$ cat src/rtl/vram_arb_pkg.sv
// Shared types and helpers for the VRAM write-port arbiter.
// Helpers operate on a MAX_REQ-wide vector; callers size-cast to their own requester count.
package vram_arb_pkg;

    typedef enum logic [1:0] {
        IDLE  = 2'd0,
        GRANT = 2'd1,
        BURST = 2'd2
    } arb_state_t;

    localparam int PIXELS  = 640 * 480;
    localparam int MAX_REQ = 32;

    function automatic logic [MAX_REQ-1:0] onehot(input int idx);
        return MAX_REQ'(1) << idx;
    endfunction

    function automatic int oh_index(input logic [MAX_REQ-1:0] v);
        int r;
        r = 0;
        for (int i = 0; i < MAX_REQ; i++) begin
            if (v[i]) r = i;
        end
        return r;
    endfunction

endpackage

$ cat src/rtl/arb_priority_pick.sv
// Combinational rotating one-hot picker: the first set request at or after i_start wins.
// Rotate down, isolate the lowest set bit, rotate back up.
module arb_priority_pick #(
    parameter int N  = 3,
    parameter int IW = (N > 1) ? $clog2(N) : 1
) (
    input  logic [N-1:0]  i_req,
    input  logic [IW-1:0] i_start,
    output logic [N-1:0]  o_grant
);

    logic [2*N-1:0] w_dbl_req;
    logic [N-1:0]   w_rot_req;
    logic [N-1:0]   w_rot_gnt;
    logic [2*N-1:0] w_dbl_gnt;

    assign w_dbl_req = {i_req, i_req} >> i_start;
    assign w_rot_req = w_dbl_req[N-1:0];
    assign w_rot_gnt = w_rot_req & ~(w_rot_req - N'(1));
    assign w_dbl_gnt = {w_rot_gnt, w_rot_gnt} << i_start;
    assign o_grant   = w_dbl_gnt[2*N-1:N];

endmodule

$ cat src/rtl/vram_write_arbiter.sv
// Shares the single VRAM write port among NUM_REQ requesters with optional locked bursts.
// Define VRAM_ARB_RR_EN for round-robin arbitration; otherwise fixed priority (index 0 highest).
module vram_write_arbiter
    import vram_arb_pkg::*;
#(
    parameter int ACTIVE_COLUMNS = 640,
    parameter int ACTIVE_ROWS    = 480,
    parameter int ADDR_WIDTH     = $clog2(ACTIVE_COLUMNS * ACTIVE_ROWS),
    parameter int DATA_WIDTH     = 1,
    parameter int NUM_REQ        = 3,
    parameter int MAX_BURST      = 1024
) (
    input  logic                          clk_i,
    input  logic                          reset_i,
    input  logic [NUM_REQ-1:0]            req_valid_i,
    input  logic [NUM_REQ-1:0]            req_lock_i,
    input  logic [NUM_REQ*ADDR_WIDTH-1:0] req_addr_i,
    input  logic [NUM_REQ*DATA_WIDTH-1:0] req_data_i,
    output logic [NUM_REQ-1:0]            req_ready_o,
    output logic [NUM_REQ-1:0]            grant_o,
    output logic [ADDR_WIDTH-1:0]         vram_write_address_o,
    output logic [DATA_WIDTH-1:0]         vram_write_data_o,
    output logic                          wr_vram_ena_o,
    output logic                          drop_o,
    output logic                          busy_o
);

    localparam int IW    = (NUM_REQ > 1) ? $clog2(NUM_REQ) : 1;
    localparam int CW    = $clog2(MAX_BURST + 1);
    localparam int CELLS = ACTIVE_COLUMNS * ACTIVE_ROWS;
    localparam logic [ADDR_WIDTH:0] CELLS_W = (ADDR_WIDTH + 1)'(CELLS);

    arb_state_t              r_state;
    logic [NUM_REQ-1:0]      r_grant;
    logic [CW-1:0]           r_cnt;
    logic [ADDR_WIDTH-1:0]   r_wr_addr;
    logic [DATA_WIDTH-1:0]   r_wr_data;
    logic                    r_wr_ena;
    logic                    r_drop;

    logic [ADDR_WIDTH-1:0]   w_addr [NUM_REQ];
    logic [DATA_WIDTH-1:0]   w_data [NUM_REQ];
    logic [IW-1:0]           w_gidx;
    logic [IW-1:0]           w_start;
    logic                    w_beat;
    logic                    w_g_valid;
    logic                    w_g_lock;
    logic [NUM_REQ-1:0]      w_others;
    logic [NUM_REQ-1:0]      w_pick_all;
    logic [NUM_REQ-1:0]      w_pick_ex;
    logic [NUM_REQ-1:0]      w_pick;
    logic                    w_arb;
    logic                    w_win_lock;
    logic                    w_in_range;

    genvar gi;
    generate
        for (gi = 0; gi < NUM_REQ; gi++) begin : g_unpack
            assign w_addr[gi] = req_addr_i[gi*ADDR_WIDTH +: ADDR_WIDTH];
            assign w_data[gi] = req_data_i[gi*DATA_WIDTH +: DATA_WIDTH];
        end
    endgenerate

    assign w_gidx     = IW'(oh_index(MAX_REQ'(r_grant)));
    assign w_g_valid  = |(req_valid_i & r_grant);
    assign w_g_lock   = |(req_lock_i & r_grant);
    assign w_beat     = w_g_valid;
    assign w_others   = req_valid_i & ~NUM_REQ'(onehot(int'(w_gidx)));
    assign w_in_range = {1'b0, w_addr[w_gidx]} < CELLS_W;

`ifdef VRAM_ARB_RR_EN
    logic [IW-1:0] r_rr_ptr;
    assign w_start = r_rr_ptr;

    always_ff @(posedge clk_i) begin
        if (reset_i) begin
            r_rr_ptr <= '0;
        end else if (w_arb && |w_pick) begin
            r_rr_ptr <= IW'((oh_index(MAX_REQ'(w_pick)) + 1) % NUM_REQ);
        end
    end
`else
    assign w_start = '0;
`endif

    arb_priority_pick #(.N(NUM_REQ), .IW(IW)) u_pick_all (
        .i_req   (req_valid_i),
        .i_start (w_start),
        .o_grant (w_pick_all)
    );

    arb_priority_pick #(.N(NUM_REQ), .IW(IW)) u_pick_ex (
        .i_req   (w_others),
        .i_start (w_start),
        .o_grant (w_pick_ex)
    );

    // Forced release prefers anyone but the current owner; the owner only keeps the port when alone.
    always_comb begin
        w_arb  = 1'b0;
        w_pick = w_pick_all;
        case (r_state)
            IDLE:  w_arb = 1'b1;
            GRANT: w_arb = w_beat || !w_g_valid;
            BURST: begin
                if (w_beat && r_cnt == CW'(MAX_BURST - 1)) begin
                    w_arb  = 1'b1;
                    w_pick = (|w_pick_ex) ? w_pick_ex : w_pick_all;
                end else if (!w_g_lock) begin
                    w_arb = w_beat || !w_g_valid;
                end
            end
            default: w_arb = 1'b1;
        endcase
    end

    assign w_win_lock = |(req_lock_i & w_pick);

    always_ff @(posedge clk_i) begin
        if (reset_i) begin
            r_state   <= IDLE;
            r_grant   <= '0;
            r_cnt     <= '0;
            r_wr_addr <= '0;
            r_wr_data <= '0;
            r_wr_ena  <= 1'b0;
            r_drop    <= 1'b0;
        end else begin
            r_wr_ena <= w_beat && w_in_range;
            r_drop   <= w_beat && !w_in_range;
            if (w_beat && w_in_range) begin
                r_wr_addr <= w_addr[w_gidx];
                r_wr_data <= w_data[w_gidx];
            end

            if (w_arb) begin
                r_grant <= w_pick;
                r_cnt   <= '0;
                if (|w_pick) r_state <= w_win_lock ? BURST : GRANT;
                else         r_state <= IDLE;
            end else if (r_state == BURST) begin
                if (w_beat)    r_cnt   <= r_cnt + CW'(1);
                if (!w_g_lock) r_state <= GRANT;
            end
        end
    end

    assign req_ready_o          = r_grant;
    assign grant_o              = r_grant;
    assign vram_write_address_o = r_wr_addr;
    assign vram_write_data_o    = r_wr_data;
    assign wr_vram_ena_o        = r_wr_ena;
    assign drop_o               = r_drop;
    assign busy_o               = (r_state != IDLE);

endmodule

$ cat config.mk
export PLATFORM = sky130hd
export DESIGN_NAME = vram_write_arbiter
export DESIGN_NICKNAME = d
export VERILOG_FILES = /design/src/rtl/vram_arb_pkg.sv /design/src/rtl/arb_priority_pick.sv /design/src/rtl/vram_write_arbiter.sv
export SDC_FILE = /design/constraint.sdc
export NUM_CORES = 1
export LEC_CHECK = 0
export ABC_CLOCK_PERIOD_IN_PS = 2800
export BUFFER_PORTS_ARGS = -buffer_cell sky130_fd_sc_hd__buf_2
export CAP_MARGIN = 20
export CELL_PAD_IN_SITES_DETAIL_PLACEMENT = 0
export CELL_PAD_IN_SITES_GLOBAL_PLACEMENT = 1
export CORE_ASPECT_RATIO = 1.25
export CORE_UTILIZATION = 31
export CTS_CLUSTER_SIZE = 25
export DETAILED_ROUTE_END_ITERATION = 12
export PLACE_DENSITY_LB_ADDON = 0.1
export SLEW_MARGIN = 10
export SYNTH_ARGS = -nofsm -noshare
export SYNTH_HDL_FRONTEND = slang
export SYNTH_HIERARCHICAL = 1
export SYNTH_SLANG_ARGS = --single-unit
export TNS_END_PERCENT = 100
$ cat constraint.sdc
create_clock -name clk_i -period 2.8 [get_ports clk_i]
set_clock_uncertainty 0.05 [all_clocks]
set_input_delay 0.56 -clock clk_i [delete_from_list [all_inputs] [get_ports clk_i]]
set_output_delay 0.56 -clock clk_i [all_outputs]
set_load 0.03 [all_outputs]
==> qor.txt <==
==================================================================================================
Result of the run ................................................................... complete, no violations
Worst slew margin relative to its limit .............................................       33.76%
Leading cell types in the layout, fill and taps excluded ............................ sky130_fd_sc_hd__buf_2 (96), sky130_fd_sc_hd__dfxtp_1 (38), sky130_fd_sc_hd__nor2_1 (36)
Path type of the worst setup path ................................................... flop to flop
Dominant combinational cell family by area after synthesis .......................... compound AO/OA/AOI/OAI gates
Cells after Synth ...................................................................          282
Global-route wire length before repair ..............................................     10380 um
Number of synthesized flops with an enable pin ......................................            0
Cell taking the most area after synthesis ........................................... sky130_fd_sc_hd__dfxtp_1
Internal portion of total power .....................................................     1.086 mW
Type of element launching the critical path .........................................         flop
Routed metal-1 wirelength ...........................................................      2794 um
Via count ...........................................................................         2365
Yosys warning count .................................................................            6
GPL Wtd Cong ........................................................................       0.7694
DRT iter0 DRCs ......................................................................           85
Area fraction in compound gates after synthesis .....................................       25.97%
Highest routing layer actually used .................................................         met4
Largest cells by area after synthesis ............................................... sky130_fd_sc_hd__dfxtp_1 (33%), sky130_fd_sc_hd__mux2i_1 (9.6%), sky130_fd_sc_hd__nor2_1 (5.9%)
Met2 wire length ....................................................................      3022 um
CTS tree ............................................................................         done
Detailed-router iteration count before antenna repair ...............................            4
Maximum fanout encountered on the critical timing path ..............................           22
Number of global-route vias before repair ...........................................         2222
Leakage power .......................................................................     1.335 nW
Filler Cell Count ...................................................................          762
Clock transition time at the flip-flop clock pins of the worst setup and hold paths .      0.08 ns
Post-layout nets ....................................................................          458
Largest voltage drop on the vdd net .................................................    0.1876 mV
Post-CTS repair timing setup buffer count ...........................................            0
Synthesized area ....................................................................   2298 sq um
Register-to-register setup slack ....................................................      0.31 ns
Buffers & Inverters on Critical Path ................................................            1
Switching power .....................................................................    0.4326 mW
Count of standard-cell rows .........................................................           34
Die footprint .......................................................................   7765 sq um
Fraction of power consumed by sequential logic ......................................        38.1%
CP max stage delay ..................................................................      0.49 ns
Synthesized area per cell ...........................................................  8.151 sq um
Clock buffers created by TritonCTS ..................................................            5
Number of remaining DRC errors ......................................................            0
Logic pwr share .....................................................................        23.3%
Post-detailed-routing wire length ...................................................      6253 um
Part of the Yosys area used for sequential elements .................................       33.10%
Asr flop ratio synth ................................................................           0%
Worst slack at placement ............................................................    0.2462 ns
Ports ...............................................................................           97
Width of the die ....................................................................     79.02 um
Worst slew pin tran .................................................................    0.9883 ns
Total clock sinks ...................................................................           38
Master of the slowest instance on the critical path ................................. sky130_fd_sc_hd__a2111oi_0
Sw frac .............................................................................       28.49%
Flop and latch count out of synthesis ...............................................           38
Ys flop type ........................................................................ sky130_fd_sc_hd__dfxtp_1
Hold Crit Class ..................................................................... flop to flop
Total core area .....................................................................   7062 sq um
Hold-fix buffers at CTS .............................................................            0
Share of post-route cells with drive strength above 1 ...............................       31.79%
Setup violation total in the final timing report ....................................            0
Post-synthesis share of cell area spent on and, or, nand and nor gates ..............       20.03%
Port Buffers ........................................................................           96
Clock root buffer ................................................................... sky130_fd_sc_hd__clkbuf_8
Number of antenna cells inserted ....................................................            0
Maximum number of pins on one net before global-route repair ........................           36
Synthesis-to-layout area growth .....................................................       34.02%
Grt total ovfl ......................................................................            0
Final number of hold-violating endpoints ............................................            0
Clock insertion delay at the later pin of the skew report ...........................      0.30 ns
Unrepaired setup endpoints after global routing .....................................        false
Series of cell instances along the critical path .................................... buf_12, a21boi_0, nor2_1, o31a_1, or3_1, a2111oi_0, nor3_1
Effective utilization at floorplan ..................................................       32.55%
Critical Path Sink Type .............................................................         flop
Post-DR wirelength/cell .............................................................     13.03 um
Max-slew violation count ............................................................            0
Depth of the CTS H-tree .............................................................            2
Number of different library cells in the post-synthesis netlist .....................           47
Share of the synthesized area in the top cell type ..................................       33.10%
Most common library cell in the layout ignoring fill and taps ....................... sky130_fd_sc_hd__buf_2
Adder-cell area share of the yosys netlist ..........................................      0.5444%
Hpwl dp .............................................................................      4740 um
Minimum clock period after layout ...................................................     2.494 ns
Overall die height ..................................................................     98.27 um
Achievable clock frequency ..........................................................   0.4010 GHz
Final setup TNS .....................................................................         0 ns
Number of maximum-capacitance constraint violations .................................            0
Overall global routing resource usage ...............................................       16.83%
Power per Cell Area ................................................................. 493.0 nW/um^2
Multiplexer share of the synthesized area ...........................................       11.05%
Buffer levels on the longest clock path .............................................            2
Antenna Violating Nets Remaining ....................................................            0
Post-CTS resize count ...............................................................            0
Worst Path Arrival ..................................................................      2.61 ns
Share of the synthesized netlist area taken by xor and xnor gates ...................       4.192%
Largest delay contributor family on the critical path ............................... compound AO/OA/AOI/OAI gates
Crit path required time .............................................................      2.92 ns
Fin worst setup slack ...............................................................    0.3061 ns
Routed met3 length ..................................................................       349 um
Number of vias per cell after detailed routing ......................................        4.927
Share of the clock period used by the worst path after layout .......................       89.07%
Relative contribution of the clock network to total power ...........................        38.6%
Antenna violations before repair ....................................................            0
==================================================================================================
[stage by stage]
step / instances / power (mW) / hold WS, ns / utilization (%) / instance area [sq um]
after floorplan: 297 / 0.8208 / 0.4235 / - / 2356
after global placement: 472 / 0.9458 / 0.4211 / 41.60 / 2938
after detailed placement: 472 / 0.9481 / 0.4363 / 41.60 / 2938
after global routing: 480 / 1.599 / 0.4848 / 43.62 / 3080
after CTS: 480 / 1.536 / 0.4473 / 43.62 / 3080
final: 480 / 1.519 / 0.4465 / 43.62 / 3080
[per-layer routing]
| layer | GRT usage (%) | up-vias |
|---|---|---|
| met3 | 3.551 | 7 |
| met5 | 0 | - |
| met2 | 28.05 | 71 |
| met4 | 5.874 | 0 |
| met1 | 21.18 | 1075 |
| li1 | - | 1212 |
[cell usage after synthesis (2+ instances only)]
master / count
sky130_fd_sc_hd__o221a_1: 2
sky130_fd_sc_hd__nand2b_1: 3
sky130_fd_sc_hd__buf_1: 3
sky130_fd_sc_hd__buf_4: 3
sky130_fd_sc_hd__nor3b_1: 2
sky130_fd_sc_hd__or3_1: 2
sky130_fd_sc_hd__a211oi_1: 4
sky130_fd_sc_hd__o31ai_1: 16
sky130_fd_sc_hd__nand4_1: 3
sky130_fd_sc_hd__xnor2_1: 5
sky130_fd_sc_hd__or2_2: 2
sky130_fd_sc_hd__xor2_1: 6
sky130_fd_sc_hd__a221oi_2: 2
sky130_fd_sc_hd__clkbuf_1: 12
sky130_fd_sc_hd__nor2_1: 36
sky130_fd_sc_hd__nand2_1: 11
sky130_fd_sc_hd__o31a_1: 2
sky130_fd_sc_hd__o21ai_0: 22
sky130_fd_sc_hd__nor2b_1: 20
sky130_fd_sc_hd__nand3_1: 4
sky130_fd_sc_hd__dfxtp_1: 38
sky130_fd_sc_hd__mux2_2: 3
sky130_fd_sc_hd__a22oi_1: 3
sky130_fd_sc_hd__a222oi_1: 2
sky130_fd_sc_hd__o21a_1: 3
sky130_fd_sc_hd__mux2i_1: 22
sky130_fd_sc_hd__inv_1: 5
sky130_fd_sc_hd__a21oi_1: 21
sky130_fd_sc_hd__nor3_1: 3
sky130_fd_sc_hd__o211ai_1: 5
[kinds of logic (layout without fill, tap and decap cells)]
| kind of cell | Yosys count | count (layout) |
|---|---|---|
| buffers and inverters | 25 | 118 |
| adder cells (fa/ha/maj) | 1 | 1 |
| multiplexers | 25 | 25 |
| XOR/XNOR | 11 | 11 |
| flip-flops | 38 | 38 |
| AO/OA/AOI/OAI | 89 | 89 |
| other | 1 | 16 |
| AND/OR/NAND/NOR | 92 | 92 |
[power groups by stage]
stage,sequential [mW],clock (mW),combinational [mW]
2_1_floorplan,0.635,0,0.186
3_3_place_gp,0.591,0,0.355
3_5_place_dp,0.592,0,0.356
4_1_cts,0.580,0.599,0.357
5_1_grt,0.583,0.625,0.391
6_report,0.579,0.586,0.354
[worst reg2reg max path, stage by stage, from the launching register on]
cell and delay, ns:
sky130_fd_sc_hd__dfxtp_1 0.42, sky130_fd_sc_hd__buf_12 0.22, sky130_fd_sc_hd__a21boi_0 0.35, sky130_fd_sc_hd__nor2_1 0.08
sky130_fd_sc_hd__o31a_1 0.31, sky130_fd_sc_hd__or3_1 0.38, sky130_fd_sc_hd__a2111oi_0 0.49, sky130_fd_sc_hd__nor3_1 0.08
[sequential cells by signal (all words and copies together), names as in the netlist]
register / count
r_cnt: 11
drop_o: 1
wr_vram_ena_o: 1
grant_o: 3
vram_write_data_o: 1
vram_write_address_o: 19
r_state: 2
[path summary, 6_finish.rpt]
| kind | startpoint | endpoint | cells after the start |
|---|---|---|---|
| max | grant_o[1] | r_state[0] | 7 |
| min | vram_write_address_o[16] | vram_write_address_o[16] | 2 |
| min reg2reg | vram_write_address_o[16] | vram_write_address_o[16] | 2 |
| max reg2reg | grant_o[1] | r_state[0] | 7 |
[layout make-up]
cell class                      count  area [sq um]  share of cell area (%)
Sequential cell                    38         760.7                   24.70
Timing Repair Buffer              105         560.5                   18.20
Multi-Input combinational cell    234          1485                   48.21
Clock buffer                        6         82.58                   2.681
Inverter                            5         18.77                  0.6093
Clock inverter                      2         60.06                   1.950
Tap cell                           90         112.6                   3.656
Power figures use the tool's default switching activity.
